<file path="config.mk">
export PLATFORM = sky130hd
export DESIGN_NAME = hilo_seq_flat
export DESIGN_NICKNAME = d
export VERILOG_FILES = /design/src/rtl/hilo_if.sv /design/src/rtl/hilo_seq.sv /design/src/flat_wrapper.sv
export SDC_FILE = /design/constraint.sdc
export NUM_CORES = 1
export LEC_CHECK = 0
export CORE_MARGIN = 2
export CORE_UTILIZATION = 42
export DETAILED_ROUTE_END_ITERATION = 8
export PLACE_DENSITY = 0.81
export SYNTH_ARGS = -nofsm -noshare
export SYNTH_HDL_FRONTEND = slang
export SYNTH_SLANG_ARGS = --single-unit
</file>
<file path="constraint.sdc">
create_clock -name clk -period 2.1 [get_ports clk]
set_input_delay 0.21 -clock clk [delete_from_list [all_inputs] [get_ports clk]]
set_output_delay 0.21 -clock clk [all_outputs]
set_load 0.02 [all_outputs]
</file>
<file path="src/rtl/hilo_if.sv">
// Bundle between hilo_seq and its neighbours: control unit, multiplier and datapath.
// The slave side is the sequencer; the master side drives requests and the product.
interface hilo_if;
    logic        start;
    logic        mthi;
    logic        mtlo;
    logic [31:0] wdata;
    logic [31:0] mult_hi;
    logic [31:0] mult_lo;
    logic        mult_ctrl;
    logic        busy;
    logic        done;
    logic [31:0] hi;
    logic [31:0] lo;

    modport master (
        output start, mthi, mtlo, wdata, mult_hi, mult_lo,
        input  mult_ctrl, busy, done, hi, lo
    );

    modport slave (
        input  start, mthi, mtlo, wdata, mult_hi, mult_lo,
        output mult_ctrl, busy, done, hi, lo
    );
endinterface

</file>
<file path="src/rtl/hilo_seq.sv">
// Multiply sequencer and architectural HI/LO holder sitting behind the shift-add multiplier.
//
// state | meaning
// IDLE  | waiting for start; services mthi/mtlo writes
// LOAD  | multiplier samples its operands (mult_ctrl=1)
// RUN   | one multiplier iteration per edge; cnt counts down to 0
// CAPT  | product stable; HI/LO take it and done pulses
module hilo_seq #(
    parameter int ITER = 32,
    parameter int CW   = 6
) (
    input  logic  clk,
    input  logic  reset,
    hilo_if.slave bus
);
    typedef enum logic [1:0] {IDLE, LOAD, RUN, CAPT} state_t;

    state_t          state, state_nxt;
    logic [CW-1:0]   cnt, cnt_nxt;
    logic [31:0]     hi_q, hi_nxt;
    logic [31:0]     lo_q, lo_nxt;
    logic            done_q, done_nxt;

    always_ff @(posedge clk or negedge reset) begin
        if (!reset) begin
            state  <= IDLE;
            cnt    <= '0;
            hi_q   <= '0;
            lo_q   <= '0;
            done_q <= 1'b0;
        end else begin
            state  <= state_nxt;
            cnt    <= cnt_nxt;
            hi_q   <= hi_nxt;
            lo_q   <= lo_nxt;
            done_q <= done_nxt;
        end
    end

    always_comb begin
        state_nxt = state;
        cnt_nxt   = cnt;
        hi_nxt    = hi_q;
        lo_nxt    = lo_q;
        done_nxt  = 1'b0;
        case (state)
            IDLE: begin
                // start wins over a same-cycle register write
                if (bus.start) begin
                    state_nxt = LOAD;
                end else begin
                    if (bus.mthi) hi_nxt = bus.wdata;
                    if (bus.mtlo) lo_nxt = bus.wdata;
                end
            end
            LOAD: begin
                state_nxt = RUN;
                cnt_nxt   = CW'(ITER - 1);
            end
            RUN: begin
                if (cnt == '0) state_nxt = CAPT;
                else           cnt_nxt   = cnt - CW'(1);
            end
            CAPT: begin
                hi_nxt    = bus.mult_hi;
                lo_nxt    = bus.mult_lo;
                done_nxt  = 1'b1;
                state_nxt = IDLE;
            end
            default: state_nxt = IDLE;
        endcase
    end

    assign bus.mult_ctrl = (state == LOAD);
    assign bus.busy      = (state != IDLE);
    assign bus.done      = done_q;
    assign bus.hi        = hi_q;
    assign bus.lo        = lo_q;
endmodule

</file>
<file path="src/flat_wrapper.sv">
// flat-port wrapper written by rule: the top's interface ports become plain ports
module hilo_seq_flat 
#(
    parameter int ITER = 32,
    parameter int CW   = 6
)
  (clk, reset, bus_start, bus_mthi, bus_mtlo, bus_wdata, bus_mult_hi, bus_mult_lo, bus_mult_ctrl, bus_busy, bus_done, bus_hi, bus_lo);
  hilo_if bus_i ();
  input  logic clk;
  input  logic reset;
  input wire logic [$bits(bus_i.start)-1:0] bus_start;
  input wire logic [$bits(bus_i.mthi)-1:0] bus_mthi;
  input wire logic [$bits(bus_i.mtlo)-1:0] bus_mtlo;
  input wire logic [$bits(bus_i.wdata)-1:0] bus_wdata;
  input wire logic [$bits(bus_i.mult_hi)-1:0] bus_mult_hi;
  input wire logic [$bits(bus_i.mult_lo)-1:0] bus_mult_lo;
  output wire logic [$bits(bus_i.mult_ctrl)-1:0] bus_mult_ctrl;
  output wire logic [$bits(bus_i.busy)-1:0] bus_busy;
  output wire logic [$bits(bus_i.done)-1:0] bus_done;
  output wire logic [$bits(bus_i.hi)-1:0] bus_hi;
  output wire logic [$bits(bus_i.lo)-1:0] bus_lo;
  assign bus_i.start = bus_start;
  assign bus_i.mthi = bus_mthi;
  assign bus_i.mtlo = bus_mtlo;
  assign bus_i.wdata = bus_wdata;
  assign bus_i.mult_hi = bus_mult_hi;
  assign bus_i.mult_lo = bus_mult_lo;
  assign bus_mult_ctrl = bus_i.mult_ctrl;
  assign bus_busy = bus_i.busy;
  assign bus_done = bus_i.done;
  assign bus_hi = bus_i.hi;
  assign bus_lo = bus_i.lo;
  hilo_seq #(.ITER(ITER), .CW(CW)) u_core (.clk(clk), .reset(reset), .bus(bus_i));
endmodule
</file>
* Word level (Yosys, flattened, before mapping)
Cells that the tools add are included.
** Storage, ports and cells
- ROM bits :: 0
- RAM bits :: 0
- Latch bits :: 0
- Word-level logic and storage cells :: 36
- Input bits :: 101
- Memories kept :: 0
- Output and inout bits :: 67
- Bits in registers :: 73
** Cells by class
- Eq/ne operators :: 9
- Multipliers :: 0
- Reductions and logical operators :: 9
- Mux-type cells :: 12
- Shift-type cells :: 0
- $add $sub $neg :: 1
- Bitwise operators :: 0
- Order comparisons :: 0
- Div/mod/pow operators :: 0
** Operators with widths (number)
- 32-bit 2-to-1 mux :: 4
- 32-bit case mux with 2 select lines :: 2
- 6-bit case mux with 2 select lines :: 1
- 2-bit != test, second input constant :: 5
- 2-bit case mux with 4 select lines :: 1
- 6-bit logical NOT :: 1
- 6-bit 2-to-1 mux :: 1
- 3-bit AND reduction :: 2
- 2-bit nonzero test :: 3
- 6-bit by 1-bit subtractor with 6-bit output, second input constant :: 1
- 2-bit equality test, second input constant :: 2
- 2-bit 2-to-1 mux :: 2
- 2-bit AND reduction :: 2
- 2-bit by 1-bit equality test with 1-bit output, second input constant :: 1
- 2-bit logical NOT :: 1
- 2-bit by 1-bit != test with 1-bit output, second input constant :: 1
- 1-bit 2-to-1 mux :: 1

* Logic depth before layout (Yosys ltp)
- Word-level depth :: 3
- Depth in mapped cells :: 7
- Gate-level depth less buffers :: 5

* Least setup slack after synthesis
OpenSTA, ideal clock, no wires.
- Path type :: reg2reg
- From :: register u_core.state[0]
- To :: register u_core.lo_q[0] (netlist: u_core.bus.lo[0])
- Arrival :: 1.624 ns
- Clock period less this slack :: 1.749 ns
- Path slack :: 0.351 ns
- Data required time :: 1.975 ns
- Library setup time :: 0.125 ns
- Stages on the path, launching flop included :: 7
- Path buffers :: 1
- Path through :: dfrtp_1 > inv_1 > ha_1 > and2b_2 > a21oi_4 > buf_6 > mux2_2
** Between the ends
- Longest elaborated chain between the ends :: 3
- Elaborated cells between the ends (all ways) :: 7
- Classes of those cells :: eq/ne: 3; mux: 1; reduce/logical: 3
** Ends and longest elaborated chain
- start, declared :: RTL line hilo_seq.sv:18 : state_t state, state_nxt;
- start signal, assigned :: RTL line hilo_seq.sv:32 : state <= state_nxt;
- 2-bit logical NOT / 2-bit equality test (equally long branches) :: RTL line hilo_seq.sv:46 : case (state)
- 2-bit != test (no line) / 2-bit nonzero test (equally long branches)
- 3-bit AND reduction (no line)
- end signal, assigned :: RTL line hilo_seq.sv:35 : lo_q <= lo_nxt;
- end, declared :: RTL line hilo_seq.sv:21 : logic [31:0] lo_q, lo_nxt;
Parallel ways exist; a longest one is shown, timed or not.
A chain may end at the register's enable or synchronous reset.

* Final worst setup path
- From :: register u_core.state[1]
- To :: register u_core.hi_q[30] (netlist: u_core.bus.hi[30])
** Between the ends
- Longest elaborated chain between the ends :: 3
- Elaborated cells between the ends (all ways) :: 7
- Classes of those cells :: eq/ne: 3; mux: 1; reduce/logical: 3
** Ends and longest elaborated chain
- 2-bit equality test / 2-bit logical NOT (equally long branches) :: RTL line hilo_seq.sv:46
- 2-bit nonzero test (no line) / 2-bit != test (equally long branches)
- 3-bit AND reduction (no line)
- end signal, assigned :: RTL line hilo_seq.sv:34 : hi_q <= hi_nxt;
- end, declared :: RTL line hilo_seq.sv:20 : logic [31:0] hi_q, hi_nxt;
Parallel ways exist; a longest one is shown, timed or not.

==> run summary <==
Critical Path Start Type: register
Total CTS buffers: 9
Power per cell area: 1490 mW/mm2
Post-synth top area cell: dfrtp_1
Setup crit end kind: register
Row count: 34
Synth warn: 0
Post-CTS Setup Repair Bufs: 0
Routability cong.: 0.809
Fillers: 686
Detailed Routing Iterations Pass 1: 4
Cells after synthesis: 361
Register area: 0.00183 mm2
Crit path required time: 2.33 ns
Via count: 3,036
Top post-synthesis cells by area: dfrtp_1, mux2_2, nand2_1, nand2b_1, ha_1
Global-route wire length before repair: 15,200 um
Fin Clk Skew: 0.00918 ns
Post-synthesis cell type count: 29
Placed Area: 0.00549 mm2
Post-DR vias/cell: 4.74
Avg WL per Cell: 14.3 um
Die footprint: 0.00956 mm2
Crit path DAT: 2.22 ns
Max_cap viols: 0
Mapped Nets: 468
Final Cell Area: 0.00570 mm2
Worst Path Class, Setup: reg -> reg
Hold crit path type: in -> async
Antenna violations before repair: 0
Hold Vio Cnt, Final: 0
Layout cells sized above 1: 16.2%
Final core utilization: 66.0%
Pleak: 2.52 nW
Num ports: 168
Slew Limit Fails: 0
CP max FO: 9
Vias in the first global route: 3,214
Most common cell in the netlist: nand2_1
Buffers on Ports: 167
Nets: 635
Synth-to-Final Area Change: 54.3%
GRT overflow: 0
DRC Markers: 0
Largest net degree at the start of global routing: 98
Setup TNS: 0 ns
Multi-input gate area: 0.00173 mm2
Worst vdd ir: 0.000710 V
Synthesized flop and latch total: 73
ANT cells: 0
GRT Overall Usage: 19.8%
Sequential-to-total area share from yosys stat: 49.5%
Slew HR: 71.6%
Finish-stage setup viols: 0
Outcome: complete, no violations
Top-area cell type share of the netlist area: 49.5%
Post-DRT Antenna Nets: 0
Number of synthesized flops with an enable pin: 0
Worst-case reg-to-reg path depth: 6
Synth Flop Type: dfrtp_1
CTS tree: yes
Clk pin slew, worst setup/hold paths: 0.08 ns
Clk sinks: 73
Slew @ Worst Pin: 0.427 ns
Max Fclk: 0.502 GHz
Post-Route WL: 9120 um
Worst-Skew Late Latency: 0.35 ns
Deepest clock path buffer count: 2
Final period utilization: 94.8%
Crit path time final: 1.99 ns
Fraction of registers with async set/reset: 100%
H-tree depth reported by CTS: 3
Post-synth top cells: nand2_1, dfrtp_1, mux2_2
Synthesized cell area: 0.00369 mm2
Post-DP HPWL: 6970 um
Die Span Y: 97.8 um
Initial Util: 42.8%
Clk root buf: clkbuf_8
RSZ-0062 raised after global routing: false
Die Width: 97.8 um
Core area: 0.00864 mm2
Mean Syn Cell Area: 10.2 um2
Initial detailed-routing violation count: 68
==> worst paths after layout <==
kind                       slack [ns]       startpoint                end
max in group asynchronous        1.20            reset  u_core.bus.lo[19]
setup / recovery                 0.11  u_core.state[1]  u_core.bus.hi[30]
min in group clk                 0.49    u_core.cnt[5]      u_core.cnt[5]
hold reg to reg                  0.49    u_core.cnt[5]      u_core.cnt[5]
hold / removal                   0.34            reset    u_core.bus.done
setup reg to reg                 0.11  u_core.state[1]  u_core.bus.hi[30]
==> report_power, final <==
part	switching, mW	internal, mW	total [mW]
clock network	0.496	0.604	1.10
logic	2.33	2.56	4.88
registers	0.381	2.12	2.50
==> cell type report <==
type / instances / area share, %
clock inverters: 3 / 0.703
repair buffers: 174 / 31.4
flip-flops and latches: 73 / 32.1
well taps: 108 / 2.37
multi-input cells: 265 / 30.4
clock buffers: 12 / 2.72
inverters: 5 / 0.330
==> sequential cells by signal (all words and copies together) (netlist names) <==
| register | flops |
|---|---|
| u_core.bus.done | 1 |
| u_core.bus.lo | 32 |
| u_core.state | 2 |
| u_core.bus.hi | 32 |
| u_core.cnt | 6 |
==> worst max-delay path, cell delays in order (launching register included) <==
cell and delay [ns]:
dfrtp_1 0.43, inv_1 0.09, ha_1 0.24, and2b_2 0.26, a21oi_4 0.26, buf_4 0.24, mux2_2 0.35
==> timing repair <==
action / in CTS / in global routing
hold endpoints to repair: 32 / 0
resized for setup: 0 / 1
hold buffers: 1 / 0
endpoints found under the setup margin: 0 / 4
==> stage by stage <==
stage,cells,hold slack [ns],setup WS (ns),total power [mW]
floorplan,361,-0.0856,0.351,5.36
global route,640,0.379,0.00815,9.05
CTS,640,0.355,0.0950,8.60
global placement,624,0.178,0.194,7.33
detailed placement,624,0.182,0.106,7.47
finish,640,0.337,0.110,8.49
==> per-layer routing <==
metal | global-route usage [%] | vias up | part of all wire [%]
met3 | 5.94 | 15 | 8.1
li1 | - | 1509 | -
met2 | 33.8 | 116 | 49
met5 | 0 | - | 0
met4 | 7.26 | 0 | 2.0
met1 | 23.8 | 1396 | 41
==> cells in the final DEF, fill, tap and decap left out <==
cell	Yosys	routed
nor2b_1	1	1
o31ai_1	1	1
clkdlybuf4s50_1	0	165
o21a_1	1	1
dfrtp_1	73	73
mux2_2	59	59
mux2i_1	3	3
a21oi_4	2	2
and2b_2	1	1
o21ai_2	1	1
mux2_1	5	5
and2b_4	1	1
nor3_1	1	1
ha_1	6	5
o22ai_1	1	1
o21ai_0	1	1
ha_2	0	1
buf_4	0	2
buf_12	0	5
clkbuf_1	7	1
a21oi_1	2	2
dlygate4sd3_1	0	1
inv_1	5	5
a2bb2oi_1	1	1
clkinv_2	0	2
o211ai_1	2	2
dlymetal6s2s_1	0	1
o32ai_1	1	1
or3_1	2	2
nor2_1	4	4
clkbuf_8	0	11
o41ai_1	1	1
nand2b_1	36	36
nand2_1	131	131
bufinv_16	0	1
o2111ai_1	1	1
==> cell families after synthesis <==
| group | share of synthesized area (%) |
|---|---|
| and+or+nand+nor | 21.0 |
| DFF | 49.5 |
| muxes | 20.3 |
| buffers and inverters | 3.73 |
| AOI/OAI and AO/OA | 3.46 |
| adders and majority gates | 2.03 |
(Power assumes the default switching activity.)
